<file path="src/rtl/flash_master.sv">
// SPI mode-0 flash read master: sends READ (0x03) plus a 24-bit address, then
// streams little-endian 32-bit words back with one data_valid_o pulse per word.
module flash_master #(
    parameter int unsigned CLK_DIV        = 1,
    parameter int unsigned CS_HIGH_CYCLES = 2
) (
    input  logic        clk_i,
    input  logic        rst_i,
    input  logic        cmd_valid_i,
    output logic        cmd_ready_o,
    input  logic [23:0] addr_i,
    input  logic [7:0]  len_i,
    input  logic        abort_i,
    output logic [31:0] data_o,
    output logic        data_valid_o,
    output logic        busy_o,
    output logic        flash_csn,
    output logic        flash_clk,
    output logic        flash_mosi,
    input  logic        flash_miso,
    output logic        flash_wpn,
    output logic        flash_holdn
);
    localparam int unsigned DIV_W  = (CLK_DIV > 1) ? $clog2(CLK_DIV) : 1;
    localparam int unsigned HOLD_W = (CS_HIGH_CYCLES > 1) ? $clog2(CS_HIGH_CYCLES) : 1;
    localparam logic [DIV_W-1:0]  DIV_LAST  = DIV_W'(CLK_DIV - 1);
    localparam logic [HOLD_W-1:0] HOLD_LAST = HOLD_W'(CS_HIGH_CYCLES - 1);
    localparam logic [7:0]        READ_CMD  = 8'h03;

    typedef enum logic [2:0] {
        ST_IDLE,
        ST_CMD,
        ST_ADDR,
        ST_DATA,
        ST_DESELECT
    } state_e;

    state_e            state_q, state_d;
    logic              csn_q, csn_d;
    logic              sck_q, sck_d;
    logic              mosi_q, mosi_d;
    logic [31:0]       tx_q, tx_d;
    logic [31:0]       rx_q, rx_d;
    logic [31:0]       data_q, data_d;
    logic              valid_q, valid_d;
    logic [DIV_W-1:0]  div_q, div_d;
    logic [HOLD_W-1:0] hold_q, hold_d;
    logic [4:0]        bit_q, bit_d;
    logic [7:0]        word_q, word_d;
    logic [7:0]        len_q, len_d;

    logic [31:0]       rx_shift;

    assign rx_shift = {rx_q[30:0], flash_miso};

    always_comb begin
        // NOTE: every next-state value defaults to its register first, so no path
        // through this block leaves a variable unassigned and infers a latch.
        state_d = state_q;
        csn_d   = csn_q;
        sck_d   = sck_q;
        mosi_d  = mosi_q;
        tx_d    = tx_q;
        rx_d    = rx_q;
        data_d  = data_q;
        valid_d = 1'b0;
        div_d   = div_q;
        hold_d  = hold_q;
        bit_d   = bit_q;
        word_d  = word_q;
        len_d   = len_q;

        unique case (state_q)
            ST_IDLE: begin
                if (cmd_valid_i) begin
                    tx_d    = {READ_CMD, addr_i};
                    len_d   = len_i;
                    state_d = ST_CMD;
                end
            end

            ST_CMD, ST_ADDR, ST_DATA: begin
                if (csn_q) begin
                    // Setup cycle after the handshake: select the flash, present the first bit.
                    csn_d  = 1'b0;
                    sck_d  = 1'b0;
                    mosi_d = tx_q[31];
                    tx_d   = {tx_q[30:0], 1'b0};
                    div_d  = '0;
                    bit_d  = '0;
                    word_d = '0;
                end else if (div_q != DIV_LAST) begin
                    div_d = div_q + 1'b1;
                end else begin
                    div_d = '0;
                    sck_d = ~sck_q;
                    if (sck_q) begin
                        // Falling SCK: the bit is done; sample MISO and advance MOSI.
                        bit_d  = bit_q + 5'd1;
                        mosi_d = tx_q[31];
                        tx_d   = {tx_q[30:0], 1'b0};
                        if (state_q == ST_CMD && bit_q == 5'd7) begin
                            state_d = ST_ADDR;
                            bit_d   = '0;
                        end else if (state_q == ST_ADDR && bit_q == 5'd23) begin
                            state_d = ST_DATA;
                            bit_d   = '0;
                            mosi_d  = 1'b0;
                        end else if (state_q == ST_DATA) begin
                            mosi_d = 1'b0;
                            rx_d   = rx_shift;
                            if (bit_q == 5'd31) begin
                                // First byte on the wire lands in the low byte.
                                data_d  = {rx_shift[7:0], rx_shift[15:8],
                                           rx_shift[23:16], rx_shift[31:24]};
                                valid_d = 1'b1;
                                if (word_q == len_q) begin
                                    state_d = ST_DESELECT;
                                end else begin
                                    word_d = word_q + 8'd1;
                                end
                            end
                        end
                    end
                end

                // A word completing on this same edge has already been delivered above.
                if (abort_i) begin
                    state_d = ST_DESELECT;
                    csn_d   = 1'b1;
                    sck_d   = 1'b0;
                    mosi_d  = 1'b0;
                    hold_d  = '0;
                end
            end

            ST_DESELECT: begin
                if (!csn_q) begin
                    csn_d  = 1'b1;
                    sck_d  = 1'b0;
                    mosi_d = 1'b0;
                    hold_d = '0;
                end else if (hold_q == HOLD_LAST) begin
                    state_d = ST_IDLE;
                end else begin
                    hold_d = hold_q + 1'b1;
                end
            end

            default: state_d = ST_IDLE;
        endcase
    end

    always_ff @(posedge clk_i) begin
        if (rst_i) begin
            // NOTE: the datapath registers are reset too, so a reset mid-burst
            // leaves no stale word on data_o and no half-shifted command.
            state_q <= ST_IDLE;
            csn_q   <= 1'b1;
            sck_q   <= 1'b0;
            mosi_q  <= 1'b0;
            tx_q    <= '0;
            rx_q    <= '0;
            data_q  <= '0;
            valid_q <= 1'b0;
            div_q   <= '0;
            hold_q  <= '0;
            bit_q   <= '0;
            word_q  <= '0;
            len_q   <= '0;
        end else begin
            state_q <= state_d;
            csn_q   <= csn_d;
            sck_q   <= sck_d;
            mosi_q  <= mosi_d;
            tx_q    <= tx_d;
            rx_q    <= rx_d;
            data_q  <= data_d;
            valid_q <= valid_d;
            div_q   <= div_d;
            hold_q  <= hold_d;
            bit_q   <= bit_d;
            word_q  <= word_d;
            len_q   <= len_d;
        end
    end

    assign cmd_ready_o  = (state_q == ST_IDLE);
    assign busy_o       = (state_q != ST_IDLE);
    assign data_o       = data_q;
    assign data_valid_o = valid_q;
    assign flash_csn    = csn_q;
    assign flash_clk    = sck_q;
    assign flash_mosi   = mosi_q;
    assign flash_wpn    = 1'b1;
    assign flash_holdn  = 1'b1;

endmodule

</file>
<file path="config.mk">
export PLATFORM = sky130hd
export DESIGN_NAME = flash_master
export DESIGN_NICKNAME = d
export VERILOG_FILES = /design/src/rtl/flash_master.sv
export SDC_FILE = /design/constraint.sdc
export NUM_CORES = 1
export LEC_CHECK = 0
export BUFFER_PORTS_ARGS = -buffer_cell sky130_fd_sc_hd__clkbuf_2
export CAP_MARGIN = 20
export CORE_UTILIZATION = 56
export DETAILED_ROUTE_END_ITERATION = 6
export GPL_TIMING_DRIVEN = 0
export HOLD_SLACK_MARGIN = 0.06
export MAX_ROUTING_LAYER = met4
export PLACE_DENSITY_LB_ADDON = 0.25
export REMOVE_ABC_BUFFERS = 1
export SYNTH_ARGS = -nofsm -noshare
export SYNTH_HDL_FRONTEND = slang
export SYNTH_SLANG_ARGS = --single-unit
</file>
<file path="constraint.sdc">
create_clock -name clk_i -period 2.2 [get_ports clk_i]
set_input_delay 0 -clock clk_i [delete_from_list [all_inputs] [get_ports clk_i]]
set_output_delay 0 -clock clk_i [all_outputs]
set_load 0.02 [all_outputs]
</file>
==> results.md, run 1 <==
- Worst Hold Endpoint: len_q[4]
- Critical path class: flip-flop to flip-flop
- Worst R2R Path Depth: 8
- Antenna diodes: 0
- Share of Yosys cell area claimed by the top area cell type: between 40% and 50%
- FP Rows: 34
- Worst-Skew Late Latency: 510 ps
- RR Endpoint: state_q[1]
- Post-route ant nets: 0
- Nets: 765
- Worst r2r src: bit_q[0]
- Core area: between 0.008 and 0.009 mm2
- CTS Sinks: roughly 120
- Period minus WS final: about 2100 ps
- Post-synth EDFFs: 0
- Worst setup SP type: flip-flop
- Yosys warnings: 0
- Post-Syn Area: 0.005149 mm2
- GRT Util Overall: a little over a quarter
- Worst IR Drop VDD: between 0.6 and 0.7 mV
- CTS HTree Levels: 4
- Outcome: complete, but fails checks
- Fmax: between 400 and 500 MHz
- Worst R2R Setup Slack: 90 ps
- Initial antenna violation count: 0
- Register area share after synthesis: 48.21%
- Hold Violations, Final: 0
- Die area: approximately 0.0096 mm2
- Fillcell total: 622
- Die Wd: a little under 100 um
- Most area-consuming cells after synthesis: dfxtp_1 48%, nand2_1 15%, a21oi_1 8.6%, a311oi_2 5.5%, nor2_1 2.6%
- Pre-CTS setup slack: -502.3 ps
- Synth async-reset ratio: 0%
- Final Cycle Share: around 96%
- Register cell area after layout: ~0.0025 mm2
- Max-cap viol count: 0
- Hold Crit Class: input pin to flip-flop
- Number of global-route vias before repair: 4462
- Distinct cells, synth: 50
- Failing checks: design-rule violations
- Clk buf depth: 2
- Top cell type by total area after synthesis: dfxtp_1
- DR iter-0 viols: about 250
- Largest net degree at the start of global routing: 76
- Clock-pin slew on the worst setup and hold paths: 60 ps
- Max Transition Viols Final: 0
- CTS root buffer: clkbuf_8
- Power Density: about 970 mW/mm2
- Vias: roughly 4600
- Fin util: 76.33%
- Multi-input gate area: about 0.0025 mm2
- Cells after synthesis: about 630
- Drt wl/cell: around 14 um
- Crit-path max FO: 6
- Port-buffer cells: 74
- #FFs+latches synth: approximately 120
- DR DRC count: 7
- Avg Inst Size Synth: roughly 8.2 um2
- CTS tree: done
- Vias/cell: about 5.5
- Slew @ Worst Pin: 770.5 ps
- I/O Pins: 77
- Hold Path Depth: 4
- Dpl hpwl: just under 7000 um
- Rel. slew slack: slightly below 50%
- Static leakage: 2.588 nW
- Final setup viols: 0
- Vert. Die Dim: ~98 um
- Synthesis-to-layout area growth: 30.55%
- Predominant post-synthesis flop cell: dfxtp_1
- Global-route wire length before repair: 20150 um
- Setup ws final: ~95 ps
- First-pass DRT Iterations: 7
- Initial Util: 58.47%
- Worst clock skew: ~7.7 ps
- Overflow after GRT: 0
- CP endpoint kind: flip-flop
- Routability cong.: between 0.8 and 0.9
- WP data required: between 2000 and 3000 ps
- Share of cells above drive strength 1: 22.76%
- TritonCTS Buffers: 17
- Hold WS: between 200 and 300 ps
- Worst EP arrival: 2550 ps
- Routed WL: around 12000 um
- Hold Path Origin: len_i[4]
sequential cells by signal, indices dropped and copies added (netlist names):
name,cells
flash_clk,1
len_q,8
word_q,8
state_q,3
hold_q,1
bit_q,5
data_valid_o,1
tx_q,32
rx_q,31
flash_csn,1
data_o,32
flash_mosi,1
area by class of cell:
cell class / instances / area share [%]
sequential: 124 / 36.99
tap: 108 / 2.010
timing repair buffer: 120 / 13.09
clock buffer: 19 / 6.571
clock inverter: 13 / 3.853
multi-input combinational: 460 / 37.36
inverter: 2 / 0.1303
logic make-up (layout without fill, tap and decap cells):
family	count (synthesis)	in the layout	share of synthesized area (%)
compound gates	139	141	18.96
xor+xnor	15	15	2.552
fa+ha+maj	3	3	0.7291
buf+inv	46	154	4.350
flops	124	124	48.21
other cells	1	2	0.07283
simple gates	298	299	25.13
worst max path at each step:
stage	to	from	cells past startpoint	slack [ps]
detailed placement	state_q[1]	bit_q[0]	8	-500
CTS	state_q[1]	bit_q[0]	8	30
global route	rx_q[12]	flash_csn	6	-4
floorplan	state_q[0]	bit_q[0]	7	-450
finish	state_q[1]	bit_q[0]	8	90
global placement	state_q[0]	bit_q[0]	7	-1160
synthesized netlist by cell type (2+ instances only):
cell type,n
xnor2_1,9
nor2_1,36
a311oi_1,4
o21ai_0,8
nand2b_1,4
or3_1,3
nor2_2,12
nand2_1,200
buf_4,5
nor3_1,7
or3b_1,2
a311oi_2,19
nand3_1,14
buf_6,2
and2_1,2
and3_1,2
dfxtp_1,124
ha_1,3
a21oi_1,88
and3b_1,2
xor2_1,6
o21ai_1,3
buf_2,13
nor3b_1,2
nand4_1,4
a22o_1,3
clkbuf_1,23
o21bai_1,3
a21o_1,2
layer usage:
metal	track usage (%)	up-vias	routed length (um)	part of all wire, %
met1	31.00	2166	5142	43
met4	12.35	0	284	2.4
met3	4.939	25	496	4.1
li1	-	2316	-	-
met5	-	-	0	0
met2	45.67	130	6077	51
through the flow:
stage	total power [mW]	instance area (um2)	instances	setup TNS [ps]
2_1_floorplan	2.961	4937	583	-5480
3_3_place_gp	3.127	5443	765	-67870
3_5_place_dp	3.182	5560	771	-12380
4_1_cts	6.497	6686	845	0
5_1_grt	6.720	6721	846	-4.356
6_report	6.495	6721	846	0
power by group:
group	switching, mW	internal (mW)
Combinational	0.457	0.312
Sequential	0.101	2.36
Clock	1.01	2.25
worst max-delay path, stage by stage (launching register included):
cell and delay (ps):
dfxtp_1 370, ha_1 210, and3_1 190, ha_1 190, nand4b_4 180, or3b_4 470
nor2_4 100, a22o_2 170, a22o_1 140
layout by cell type (no fill, tap or decap), drive strengths merged, types with 5 or more instances in the layout:
| cell | count |
|---|---|
| a21oi | 88 |
| a311oi | 23 |
| buf | 10 |
| bufinv | 7 |
| clkbuf | 93 |
| clkinv | 5 |
| dfxtp | 124 |
| dlygate4sd3 | 36 |
| nand2 | 201 |
| nand3 | 14 |
| nor2 | 49 |
| nor3 | 7 |
| o21ai | 13 |
| o21bai | 5 |
| xnor2 | 9 |
| xor2 | 6 |
repair_timing:
action / in CTS / in global routing
hold buffers: 36 / 0
resized for setup: 3 / 7
hold endpoints to repair: 41 / 0
pin swaps: 2 / 2
setup endpoints to repair: 56 / 40
buffers inserted: 4 / 0
gates cloned: 2 / 1
No activity file was read; power rests on OpenSTA's default activity.
==> run 2: changes to the inputs <==
--- a/config.mk
+++ b/config.mk
@@ -7,6 +7,7 @@
 export LEC_CHECK = 0
 export BUFFER_PORTS_ARGS = -buffer_cell sky130_fd_sc_hd__clkbuf_2
 export CAP_MARGIN = 20
+export CORE_ASPECT_RATIO = 0.5
 export CORE_UTILIZATION = 56
 export DETAILED_ROUTE_END_ITERATION = 6
 export GPL_TIMING_DRIVEN = 0
==> constraint.sdc (replaced) <==
create_clock -name clk_i -period 2.27 [get_ports clk_i]
set_input_delay 0 -clock clk_i [delete_from_list [all_inputs] [get_ports clk_i]]
set_output_delay 0 -clock clk_i [all_outputs]
set_load 0.02 [all_outputs]
==> run 2 against run 1 <==
  * The run now ends clean
  * Final cell count grew 0.71%
  * Clock skew increased by 1.9 ps
  * Clock power shrank 22%
  * Combinational power shrank 4.2%
  * Core utilization shrank 1.9 points
  * Count of clock-buffer cells in the layout did not move
  * Flip-flop and latch count did not move
  * Wire length shrank 4.5%
  * Non-clock buffer count is 1 lower
  * Sequential share of layout area up 0.93 points
  * Critical path type unchanged
  * Largest power group unchanged
  * Highest routed layer unchanged
==> results.md, run 2 (synthesis results as in run 1) <==
- Non-Filler Instances: 852 (+0.71%)
- RSZ-0062 raised after global routing: true
- Period minus WS final: 2178 ps (+72.38 ps)
- Fmax: 459.2 MHz (-3.3%)
- Initial Util: 58.52% (about the same)
- Final Cycle Share: 95.94% (+0.24 points)
- Worst IR Drop VDD: 0.6940 mV (+7.3%)
- Outcome: finished, final reports clean
- Post-route ant nets: 0 (unchanged)
- Rel. slew slack: 43.80% (-4.8 points)
- Hold Crit Class: input pin to flip-flop
- Antenna diodes: 0 (unchanged)
- Most used cell, CP: ha_1
- Routed WL: 11460 um (-4.5%)
- Commonest non-fill, non-tap cell in the layout: nand2_1
- DR DRC count: 0 (-7)
- Routability cong.: 0.7933 (-7.0%)
- Share of cells above drive strength 1: 21.77% (-1.0 points)
- I/O Pins: 77 (unchanged)
- Worst EP arrival: 2530 ps (-20 ps)
- Vert. Die Dim: 69.80 um (-29%)
- Critical-path top delay cell: or3b_4
- CP endpoint kind: flip-flop
- Crit-path max cell delay: 470 ps (about the same)
- Static leakage: 2.497 nW (-3.5%)
- Clock-pin slew on the worst setup and hold paths: 60 ps (about the same)
- Worst-Skew Late Latency: 410 ps (-100 ps)
- CTS Sinks: 124 (unchanged)
- CTS root buffer: clkbuf_16
- DR iter-0 viols: 253 (+2.0%)
- Vias/cell: 5.308 (-3.2%)
- Total power: 5.650 mW (-13%)
- Worst R2R Setup Slack: 90 ps (about the same)
- Vias: 4522 (-2.5%)
- WP data required: 2620 ps (-30 ps)
- First-pass DRT Iterations: 4 (-3)
- Synthesis-to-layout area growth: 27.17%
- Final setup viols: 0 (unchanged)
- Slew @ Worst Pin: 840.8 ps (+70.27 ps)
- FP Rows: 24 (-29%)
- Crit-path cells: ha_1, and3_1, ha_1, nand4b_2, or3b_4, buf_8, nor2_4, a22o_2, a22o_1
- Clk buf depth: 2 (unchanged)
- Commonest cells after routing, fill and taps aside: 200 x nand2_1, 124 x dfxtp_1, 88 x a21oi_1, 73 x clkbuf_2
- Die Wd: 137.6 um (+41%)
- Largest net degree at the start of global routing: 62 (-18%)
- Die area: 0.009604 mm2 (+0.24%)
- CTS tree: done
- Worst setup SP type: flip-flop
- CTS HTree Levels: 4 (unchanged)
- Nets: 762 (-0.39%)
- Core area: 0.008798 mm2 (about the same)
- GRT Util Overall: 26.33% (-0.65 points)
- Power Density: 862.9 mW/mm2 (-11%)
- Crit-path max FO: 18 (+12)
- Worst clock skew: 9.680 ps (+1.940 ps)
- Critical path class: flip-flop to flip-flop
- Port-buffer cells: 74 (unchanged)
- Drt wl/cell: 13.45 um (-5.2%)
- Number of global-route vias before repair: 4164 (-6.7%)
- Max Transition Viols Final: 0 (unchanged)
- Hold WS: 67.72 ps (-190.1 ps)
- Initial antenna violation count: 0 (unchanged)
- Hold Violations, Final: 0 (unchanged)
- Placed cells: 781 (+1.3%)
- Dpl hpwl: 6802 um (+1.1%)
- Overflow after GRT: 0 (unchanged)
- TritonCTS Buffers: 17 (unchanged)
- Global-route wire length before repair: 19220 um (-4.6%)
- Max-cap viol count: 0 (unchanged)
==> run 2: cell count changes in the layout (fill, tap and decap cells not counted), moves of 2 or more <==
cell,previous run,this run
bufinv_16,7,1
clkbuf_8,3,1
clkinv_2,2,5
clkinvlp_4,0,2
dfxtp_1,121,124
dfxtp_2,3,0
dlygate4sd3_1,36,34
nor2_2,15,12
nor2_4,1,3
==> run 2: layer usage <==
layer	wire length [um]	GRT usage, %	part of all wire, %
met1	5350	32.37	47
met2	5331	41.93	47
met3	619	7.018	5.4
met4	157	8.425	1.4
met5	0	-	0
==> run 2: final timing paths <==
kind | end | start | cells after the start
max | state_q[1] | bit_q[0] | 9
min | len_q[0] | cmd_valid_i | 4
max reg2reg | state_q[1] | bit_q[0] | 9
min reg2reg | data_o[7] | data_o[7] | 2
==> run 2: stage by stage <==
step                setup TNS [ps]  util (%)  worst slack (ps)  cell area [um2]
floorplan                    -1643         -            -379.7             4937
global placement            -65410     61.99             -1218             5454
detailed placement           -2339     63.60            -287.1             5595
CTS                              0     74.22             84.27             6530
global route                -60.74     74.42            -32.44             6548
finish                           0     74.42             92.16             6548
==> run 2: cell type report <==
| cell class | count | area, um2 |
|---|---|---|
| sequential | 124 | 2482 |
| timing repair buffer | 119 | 870.8 |
| inverter | 2 | 8.758 |
| fill | 657 | 2251 |
| tap | 117 | 146.4 |
| clock inverter | 13 | 117.6 |
| multi-input combinational | 458 | 2479 |
| clock buffer | 19 | 442.9 |
==> run 2: worst max-delay path, delay by kind of cell (launching register included) <==
kind,cells,cell delay [ps]
DFF,1,370
buffers and inverters,1,170
and+or+nand+nor,4,920
AOI/OAI and AO/OA,2,310
adders and majority gates,2,350
==> run 2: what timing repair did <==
action | in CTS | in global routing
resized for setup | 2 | 2
buffers inserted | 3 | 1
endpoints found under the setup margin | 37 | 9
endpoints found under the hold margin | 36 | 0
hold buffers | 34 | 0
gates cloned | 1 | 0
pin swaps | 2 | 1
==> run 2: power by group <==
group / total (mW) / internal, mW / switching [mW] / leakage [nW]
combinational: 0.737 / 0.299 / 0.439 / 1.22
sequential: 2.38 / 2.29 / 0.0938 / 1.01
clock: 2.53 / 1.54 / 0.992 / 0.273
